<file path="src/rtl/hs_mon_pkg.sv">
// Shared types and helpers for the ready/valid handshake protocol monitor.
package hs_mon_pkg;

    typedef enum logic [0:0] {
        HS_IDLE  = 1'b0,
        HS_STALL = 1'b1
    } hs_state_e;

    // Per-channel error events, valid for one cycle (the offending sampled edge).
    typedef struct packed {
        logic drop;
        logic data;
        logic timeout;
    } hs_err_t;

    // Saturating increment; callers zero-extend their counter and cast the result back.
    function automatic logic [31:0] sat_inc(input logic [31:0] val, input logic [31:0] max_val);
        return (val >= max_val) ? max_val : val + 32'd1;
    endfunction

endpackage

</file>
<file path="src/rtl/hs_channel_checker.sv">
// One ready/valid channel: stall FSM, held payload, stall counter and transfer counter.
// Emits single-cycle error events; stickiness lives in the top level.
module hs_channel_checker
    import hs_mon_pkg::*;
#(
    parameter int unsigned DATA_W  = 4,
    parameter int unsigned TIMEOUT = 16,
    parameter int unsigned CNT_W   = 16
) (
    input  logic              clk_i,
    input  logic              rst_i,
    input  logic              clear_i,
    input  logic              valid_i,
    input  logic              ready_i,
    input  logic [DATA_W-1:0] data_i,
    output hs_err_t           err_o,
    output logic [CNT_W-1:0]  xfer_count_o
);

    // With the timeout disabled the counter still needs a legal saturation point.
    localparam int unsigned StallMax = (TIMEOUT == 0) ? 1 : TIMEOUT;
    localparam int unsigned StallW   = $clog2(StallMax + 1);

    hs_state_e          state_q, state_d;
    logic [DATA_W-1:0]  hold_q, hold_d;
    logic [StallW-1:0]  stall_cnt_q, stall_cnt_d;
    logic [CNT_W-1:0]   xfer_q, xfer_d;

    // Next-state logic and error-event decode for the stall FSM.
    always_comb begin
        state_d     = state_q;
        hold_d      = hold_q;
        stall_cnt_d = stall_cnt_q;
        err_o       = '0;
        unique case (state_q)
            HS_IDLE: begin
                if (valid_i && !ready_i) begin
                    state_d       = HS_STALL;
                    hold_d        = data_i;
                    stall_cnt_d   = StallW'(1);
                    err_o.timeout = (TIMEOUT == 32'd1);
                end
            end
            HS_STALL: begin
                // Compared against the payload captured at stall entry, including
                // on the cycle that finally completes the transfer.
                if (valid_i && (data_i != hold_q)) begin
                    err_o.data = 1'b1;
                end
                if (!valid_i) begin
                    state_d     = HS_IDLE;
                    stall_cnt_d = '0;
                    err_o.drop  = 1'b1;
                end else if (ready_i) begin
                    state_d     = HS_IDLE;
                    stall_cnt_d = '0;
                end else begin
                    stall_cnt_d   = StallW'(sat_inc(32'(stall_cnt_q), StallMax));
                    // Fires only on the step that reaches TIMEOUT, so once per stall.
                    err_o.timeout = (TIMEOUT != 0) && (32'(stall_cnt_q) < TIMEOUT) &&
                                    (32'(stall_cnt_d) == TIMEOUT);
                end
            end
            default: state_d = HS_IDLE;
        endcase
    end

    // Saturating count of completed transfers, zeroed by clear.
    always_comb begin
        xfer_d = xfer_q;
        if (clear_i) begin
            xfer_d = '0;
        end else if (valid_i && ready_i) begin
            xfer_d = CNT_W'(sat_inc(32'(xfer_q), 32'({CNT_W{1'b1}})));
        end
    end

    // FSM, held payload and stall counter registers.
    always_ff @(posedge clk_i or posedge rst_i) begin
        if (rst_i) begin
            state_q     <= HS_IDLE;
            hold_q      <= '0;
            stall_cnt_q <= '0;
        end else begin
            state_q     <= state_d;
            hold_q      <= hold_d;
            stall_cnt_q <= stall_cnt_d;
        end
    end

    // Transfer counter register.
    always_ff @(posedge clk_i or posedge rst_i) begin
        if (rst_i) begin
            xfer_q <= '0;
        end else begin
            xfer_q <= xfer_d;
        end
    end

    assign xfer_count_o = xfer_q;

endmodule

</file>
<file path="src/rtl/handshake_protocol_monitor.sv">
// Ready/valid protocol monitor for N_CH channels: per-channel checkers, sticky error
// flags, registered error summary and first-failing-channel capture.
module handshake_protocol_monitor
    import hs_mon_pkg::*;
#(
    parameter int unsigned N_CH    = 3,
    parameter int unsigned DATA_W  = 4,
    parameter int unsigned TIMEOUT = 16,
    parameter int unsigned CNT_W   = 16
) (
    input  logic                     CLK,
    input  logic                     ASYNCRESET,
    input  logic                     clear,
    input  logic [N_CH-1:0]          ch_valid,
    input  logic [N_CH-1:0]          ch_ready,
    input  logic [N_CH*DATA_W-1:0]   ch_data,
    output logic [N_CH-1:0]          err_drop,
    output logic [N_CH-1:0]          err_data,
    output logic [N_CH-1:0]          err_timeout,
    output logic                     any_err,
    output logic [$clog2(N_CH):0]    first_err_ch,
    output logic [N_CH*CNT_W-1:0]    xfer_count
);

    // MSB of first_err_ch is the valid flag, the rest is the channel index.
    localparam int unsigned FeW = $clog2(N_CH) + 1;

    logic [N_CH-1:0] evt_drop, evt_data, evt_to;
    logic [N_CH-1:0] drop_q, drop_d;
    logic [N_CH-1:0] data_q, data_d;
    logic [N_CH-1:0] to_q, to_d;
    logic            any_err_q, any_err_d;
    logic [FeW-1:0]  first_q, first_d;
    logic [N_CH-1:0] evt_any;

    for (genvar g = 0; g < N_CH; g++) begin : g_ch
        hs_err_t ch_err;

        hs_channel_checker #(
            .DATA_W  (DATA_W),
            .TIMEOUT (TIMEOUT),
            .CNT_W   (CNT_W)
        ) u_chk (
            .clk_i        (CLK),
            .rst_i        (ASYNCRESET),
            .clear_i      (clear),
            .valid_i      (ch_valid[g]),
            .ready_i      (ch_ready[g]),
            .data_i       (ch_data[g*DATA_W +: DATA_W]),
            .err_o        (ch_err),
            .xfer_count_o (xfer_count[g*CNT_W +: CNT_W])
        );

        assign evt_drop[g] = ch_err.drop;
        assign evt_data[g] = ch_err.data;
        assign evt_to[g]   = ch_err.timeout;
    end

    // Sticky accumulation, summary flag and lowest-index first-error capture.
    always_comb begin
        evt_any   = evt_drop | evt_data | evt_to;
        drop_d    = clear ? '0 : (drop_q | evt_drop);
        data_d    = clear ? '0 : (data_q | evt_data);
        to_d      = clear ? '0 : (to_q | evt_to);
        // Built from next-state so it rises together with the individual flags.
        any_err_d = |{drop_d, data_d, to_d};
        first_d   = first_q;
        if (clear) begin
            first_d = '0;
        end else if (!first_q[FeW-1]) begin
            // Descending scan so the lowest flagged index is written last.
            for (int i = int'(N_CH) - 1; i >= 0; i--) begin
                if (evt_any[i]) begin
                    first_d          = FeW'(i);
                    first_d[FeW-1]   = 1'b1;
                end
            end
        end
    end

    // Sticky error and summary registers.
    always_ff @(posedge CLK or posedge ASYNCRESET) begin
        if (ASYNCRESET) begin
            drop_q    <= '0;
            data_q    <= '0;
            to_q      <= '0;
            any_err_q <= 1'b0;
            first_q   <= '0;
        end else begin
            drop_q    <= drop_d;
            data_q    <= data_d;
            to_q      <= to_d;
            any_err_q <= any_err_d;
            first_q   <= first_d;
        end
    end

    assign err_drop     = drop_q;
    assign err_data     = data_q;
    assign err_timeout  = to_q;
    assign any_err      = any_err_q;
    assign first_err_ch = first_q;

endmodule

</file>
<file path="config.mk">
export PLATFORM = sky130hd
export DESIGN_NAME = handshake_protocol_monitor
export DESIGN_NICKNAME = d
export VERILOG_FILES = /design/src/rtl/hs_mon_pkg.sv /design/src/rtl/hs_channel_checker.sv /design/src/rtl/handshake_protocol_monitor.sv
export SDC_FILE = /design/constraint.sdc
export NUM_CORES = 1
export LEC_CHECK = 0
export CAP_MARGIN = 0
export CELL_PAD_IN_SITES_DETAIL_PLACEMENT = 1
export CELL_PAD_IN_SITES_GLOBAL_PLACEMENT = 1
export CORE_MARGIN = 1
export CORE_UTILIZATION = 30
export CTS_BUF_LIST = sky130_fd_sc_hd__clkbuf_16
export DETAILED_ROUTE_END_ITERATION = 10
export MAX_ROUTING_LAYER = met4
export PLACE_DENSITY_LB_ADDON = 0.1
export SLEW_MARGIN = 25
export SYNTH_ARGS = -nofsm -noshare
export SYNTH_HDL_FRONTEND = slang
export SYNTH_SLANG_ARGS = --single-unit
</file>
<file path="constraint.sdc">
create_clock -name CLK -period 3.6 [get_ports CLK]
set_clock_uncertainty 0.1 [all_clocks]
set_input_delay 0.72 -clock CLK [delete_from_list [all_inputs] [get_ports CLK]]
set_output_delay 0.72 -clock CLK [all_outputs]
set_load 0.05 [all_outputs]
</file>
Word level (Yosys, flattened, before mapping)
Index checks and enable logic that the tools add are counted.
{"block": "totals", "in_bits": 21, "output_inout_bits": 61, "register_bits": 91}
{"block": "classes", "n_eq_ne": 10, "n_reduce_logical": 24, "add_sub_neg": 6, "n_lt_le_gt_ge": 9, "mux": 62, "bitwise_logic": 8}
{"op": "$mux 16", "n": 9}
{"op": "$mux 5", "n": 12}
{"op": "$add 16x1->16 const B", "n": 3}
{"op": "$ge 16x16->1 const B", "n": 3}
{"op": "$pmux 5 s2", "n": 3}
{"op": "$mux 3", "n": 8}
{"op": "$mux 1", "n": 21}
{"op": "$add 5x1->5 const B", "n": 3}
{"op": "$eq 5x5->1 const B", "n": 3}
{"op": "$ge 5x5->1 const B", "n": 3}
{"op": "$lt 5x5->1 const B", "n": 3}
{"op": "$or 3x3->3", "n": 5}
{"op": "$logic_and 1x1->1", "n": 12}
{"op": "$ne 4x4->1", "n": 3}
{"op": "$pmux 1 s2", "n": 6}
{"op": "$reduce_or 9->1", "n": 1}
{"op": "$reduce_and 2->1", "n": 4}
{"op": "$mux 2", "n": 3}
{"op": "$ne 2x1->1 const B", "n": 3}
{"op": "$reduce_bool 2->1", "n": 3}
{"op": "$reduce_bool 4->1", "n": 1}
{"op": "$logic_not 1->1", "n": 3}
{"op": "$not 1->1", "n": 3}
{"op": "$ne 2x2->1 const B", "n": 1}

Depth between registers and ports, before layout
{"block": "logic_depth", "ltp_word": 13, "depth_mapped": 6, "depth_no_buf": 6}

By module
From an unflattened synthesis, not the netlist that was laid out.
{"block": "unflattened", "cells_unflattened": 480, "area_unflattened_um2": 4810.9}
{"module": "hs_channel_checker", "n_inst": 3, "area_each_um2": 1433.9, "cells_per_inst": 144, "seq_area_each_um2": 650.6}
{"module": "handshake_protocol_monitor", "n_inst": 1, "area_each_um2": 509.2, "cells_per_inst": 48, "seq_area_each_um2": 325.3}

Least setup slack after synthesis
No wires, ideal clock.
{"block": "synth_path", "path_kind": "input to register", "start": "in ch_data[5]", "end": "reg any_err_q, in the netlist any_err", "required_time_ps": 3361, "t_arrival_ps": 2157, "stages": 5, "slack_ps": 1204, "setup_time_ps": 139, "cell_sequence": "xor2_1 o41ai_2 a21oi_1 or4_1 or4_1"}
{"block": "synth_between", "elab_chain_cells": 7}
{"element": "from (decl)", "line": "handshake_protocol_monitor.sv:16", "source": "input logic [N_CH*DATA_W-1:0] ch_data,"}
{"element": "$ne 4x4->1", "line": "hs_channel_checker.sv:47", "source": "if (valid_i && (data_i != hold_q)) begin"}
{"element": "$logic_and 1x1->1", "line": "hs_channel_checker.sv:47"}
{"element": "$mux 1", "line": "hs_channel_checker.sv:47"}
{"element": "$mux 2", "line": "hs_channel_checker.sv:35", "source": "unique case (state_q)"}
{"element": "$or 3x3->3", "line": "handshake_protocol_monitor.sv:63", "source": "data_d = clear ? '0 : (data_q | evt_data);"}
{"element": "$mux 3", "line": "handshake_protocol_monitor.sv:63"}
{"element": "named net data_d[1]", "line": "handshake_protocol_monitor.sv:30", "source": "logic [N_CH-1:0] data_q, data_d;"}
{"element": "$reduce_or 9->1", "line": "handshake_protocol_monitor.sv:66", "source": "any_err_d = |{drop_d, data_d, to_d};"}
{"element": "named net any_err_d", "line": "handshake_protocol_monitor.sv:32", "source": "logic any_err_q, any_err_d;"}
{"element": "to (signal assigned)", "line": "handshake_protocol_monitor.sv:93", "source": "any_err_q <= any_err_d;"}
{"element": "to (decl)", "line": "handshake_protocol_monitor.sv:32"}
The timed path passes the listed nets, and every way through them passes these cells.
A chain may end at the register's enable or synchronous reset.

Worst setup path in the final report
{"block": "layout_path", "start": "in ch_data[2]", "end": "reg any_err_q, in the netlist any_err"}
Same word-level chain as after synthesis.

==> metrics <==
status=finished clean; # IOs=82; Crit path largest cell delay=500 ps; DRC Markers=0; H-Tree Level Count=3; Rel. slew slack=42.6%; Slew @ Worst Pin=854 ps; Core Rows=45; routed wl met3=291 um; WL per Instance=17.0 um; I/O Buffers=81; clock sink count=91; final WL=12.7 mm; final core utilization=39.0%; critical path endpoint category=flop; vias in the first global route=4227; Via Count=3980; number of synthesized register bits=91; metal1 wirelength=6.44 mm; fraction of layout cells with a size suffix above 1=6.24%; P&R area growth vs syn=27.3%; Clock Power Share=37.6%; CP Cell Sequence=clkdlybuf4s50_1, xor2_1, o41ai_2, a21oi_1, or4_1, or4_1; Max Fanout on Critical Path=2; sequential area share after synthesis=49.1%; RSZ-0062 raised after global routing=false; endpoints failing hold=0; CP delay by family, top=simple AND/OR/NAND/NOR gates; Max Cap Viol=0; setup slack, reg-to-reg=1210 ps; Crit path required time=3710 ps; clk buf depth=2; # diodes=0; Die Area=16000 um2; Hold Crit Class=flop to flop; Worst-path clk slew=60 ps; post-cts resize count=0; setup repair bufs after CTS=0; initial core utilization=30.6%; die height=126 um; DRT antenna net count=0; gr usage total=17.5%; Final nets=586; CTS root buffer=clkbuf_16; pin count of the biggest net entering global routing=92; Final HPWL DP=8.91 mm; Synth async-reset ratio=100%; vias per inst=5.31; Yosys warnings=0; Gate Count Post-Synth=476; most frequent cells in the layout=91 x dfrtp_1, 80 x clkdlybuf4s50_1, 50 x nor2_1, 32 x a21oi_1, 26 x nor3_1; first-pass GRT wire length=21.7 mm; maximum vdd drop=0.000234 V; GP Congestion=0.791; CTS Hold Bufs=0; CP max-delay cell=or4_1; fin crit period=2660 ps; syn_area_per_cell=9.75 um2; LEAKAGE=0.00237 uW; CP Launch Type=primary input; drt initial violations=175; Crit path buffers/inverters=1; Seq pwr share=49.7%; most common cell after layout, fill and taps aside=dfrtp_1; CTS tree=built; top routing layer in use=met4; most frequent CP cell=or4_1; Tot Pwr=2250 uW; distinct cell type count after synthesis=50; drt pass-1 iters=4; Int Power=1640 uW; Comb power frac=12.8%; grt total ovfl=0; Met2 Wirelength=5.83 mm; Peak Freq=376 MHz; syn_nets=506; Setup violations, final=0; sw power=612 uW; initial antenna violation count=0; fill count=1726; Crit Path Class=primary input to flop; top_reg_cell synth=dfrtp_1; switching share of power=27.2%; Post-synth EDFFs=0; Worst-Skew Late Latency=350 ps; P per Cell Area=382 nW/um2; Mapped Area=4640 um2; CTS Buf Count=9; setup TNS=0 ps; post-route clock period utilization=73.8%; max-slew violation count=0; Worst EP arrival=2770 ps; die width=126 um; Core Region=15100 um2
power by group through the flow:
stage | sequential, uW | clock, uW | combinational (uW)
after global routing | 1130 | 921 | 319
after CTS | 1120 | 877 | 295
after floorplan | 1170 | 0 | 149
after global placement | 1130 | 0 | 286
final | 1120 | 846 | 288
after detailed placement | 1140 | 0 | 293
per-layer routing:
metal	track usage (%)	vias to the layer above
met3	2.40	11
met2	27.1	63
met1	23.5	1991
met5	-	-
met4	5.95	0
li1	-	1915
kinds of logic (layout without fill, tap and decap cells):
family / Yosys count / after routing / share of synthesized area [%]
AO/OA/AOI/OAI: 122 / 122 / 17.7
XOR/XNOR: 14 / 14 / 2.64
adder cells (fa/ha/maj): 9 / 9 / 2.43
buffers and inverters: 37 / 122 / 3.21
flip-flops: 91 / 91 / 49.1
multiplexers: 15 / 15 / 3.56
AND/OR/NAND/NOR: 188 / 188 / 21.4
area by class of cell:
class	instances	area [um2]	share of cell area (%)
Inverter	22	83.8	1.42
Tap cell	188	235	3.98
Clock buffer	9	225	3.81
Sequential cell	91	2280	38.6
Multi-Input combinational cell	348	2210	37.5
Timing Repair Buffer	84	841	14.2
Clock inverter	7	28.8	0.487
cells in the mapped netlist (7+ instances only):
cell / count / area (um2)
mux2_2: 12 / 135
nor2_1: 50 / 188
nand2_1: 23 / 86.3
inv_1: 22 / 82.6
dfrtp_1: 91 / 2280
a211oi_1: 16 / 120
xor2_1: 14 / 123
a311oi_1: 9 / 78.8
nor2b_1: 10 / 62.6
clkbuf_1: 12 / 45.0
nor3_1: 26 / 130
a31oi_1: 7 / 43.8
o21ai_0: 23 / 115
and3_1: 17 / 106
ha_1: 9 / 113
a21oi_1: 32 / 160
nand3_1: 17 / 85.1
per-stage QoR:
| step | cells | setup slack [ps] | hold slack (ps) | instance area, um2 |
|---|---|---|---|---|
| CTS | 749 | 904 | 408 | 5900 |
| finish | 749 | 943 | 400 | 5900 |
| detailed placement | 733 | 548 | 397 | 5650 |
| global placement | 733 | 587 | 392 | 5650 |
| floorplan | 476 | 416 | 365 | 4640 |
| global route | 749 | 807 | 437 | 5900 |
state kept, by name, indices dropped and copies added (netlist names):
signal and flops:
any_err 1, err_drop 3, err_timeout 3, g_ch.u_chk.stall_cnt_q 15, err_data 3, g_ch.u_chk.hold_q 12
first_err_ch 3, g_ch.u_chk.xfer_count_o 48, g_ch.u_chk.state_q 3
final timing paths:
check | startpoint | end | cells past startpoint
setup / recovery | ch_data[2] | any_err | 6
hold / removal | g_ch[2].u_chk.xfer_count_o[12] | g_ch[2].u_chk.xfer_count_o[12] | 1
setup reg to reg | g_ch[0].u_chk.xfer_count_o[7] | g_ch[0].u_chk.xfer_count_o[3] | 5
hold reg to reg | g_ch[2].u_chk.xfer_count_o[12] | g_ch[2].u_chk.xfer_count_o[12] | 1
max in group asynchronous | ASYNCRESET | g_ch[1].u_chk.stall_cnt_q[1] | 3
min in group asynchronous | ASYNCRESET | g_ch[0].u_chk.hold_q[3] | 3
No activity file was read; power rests on OpenSTA's default activity.
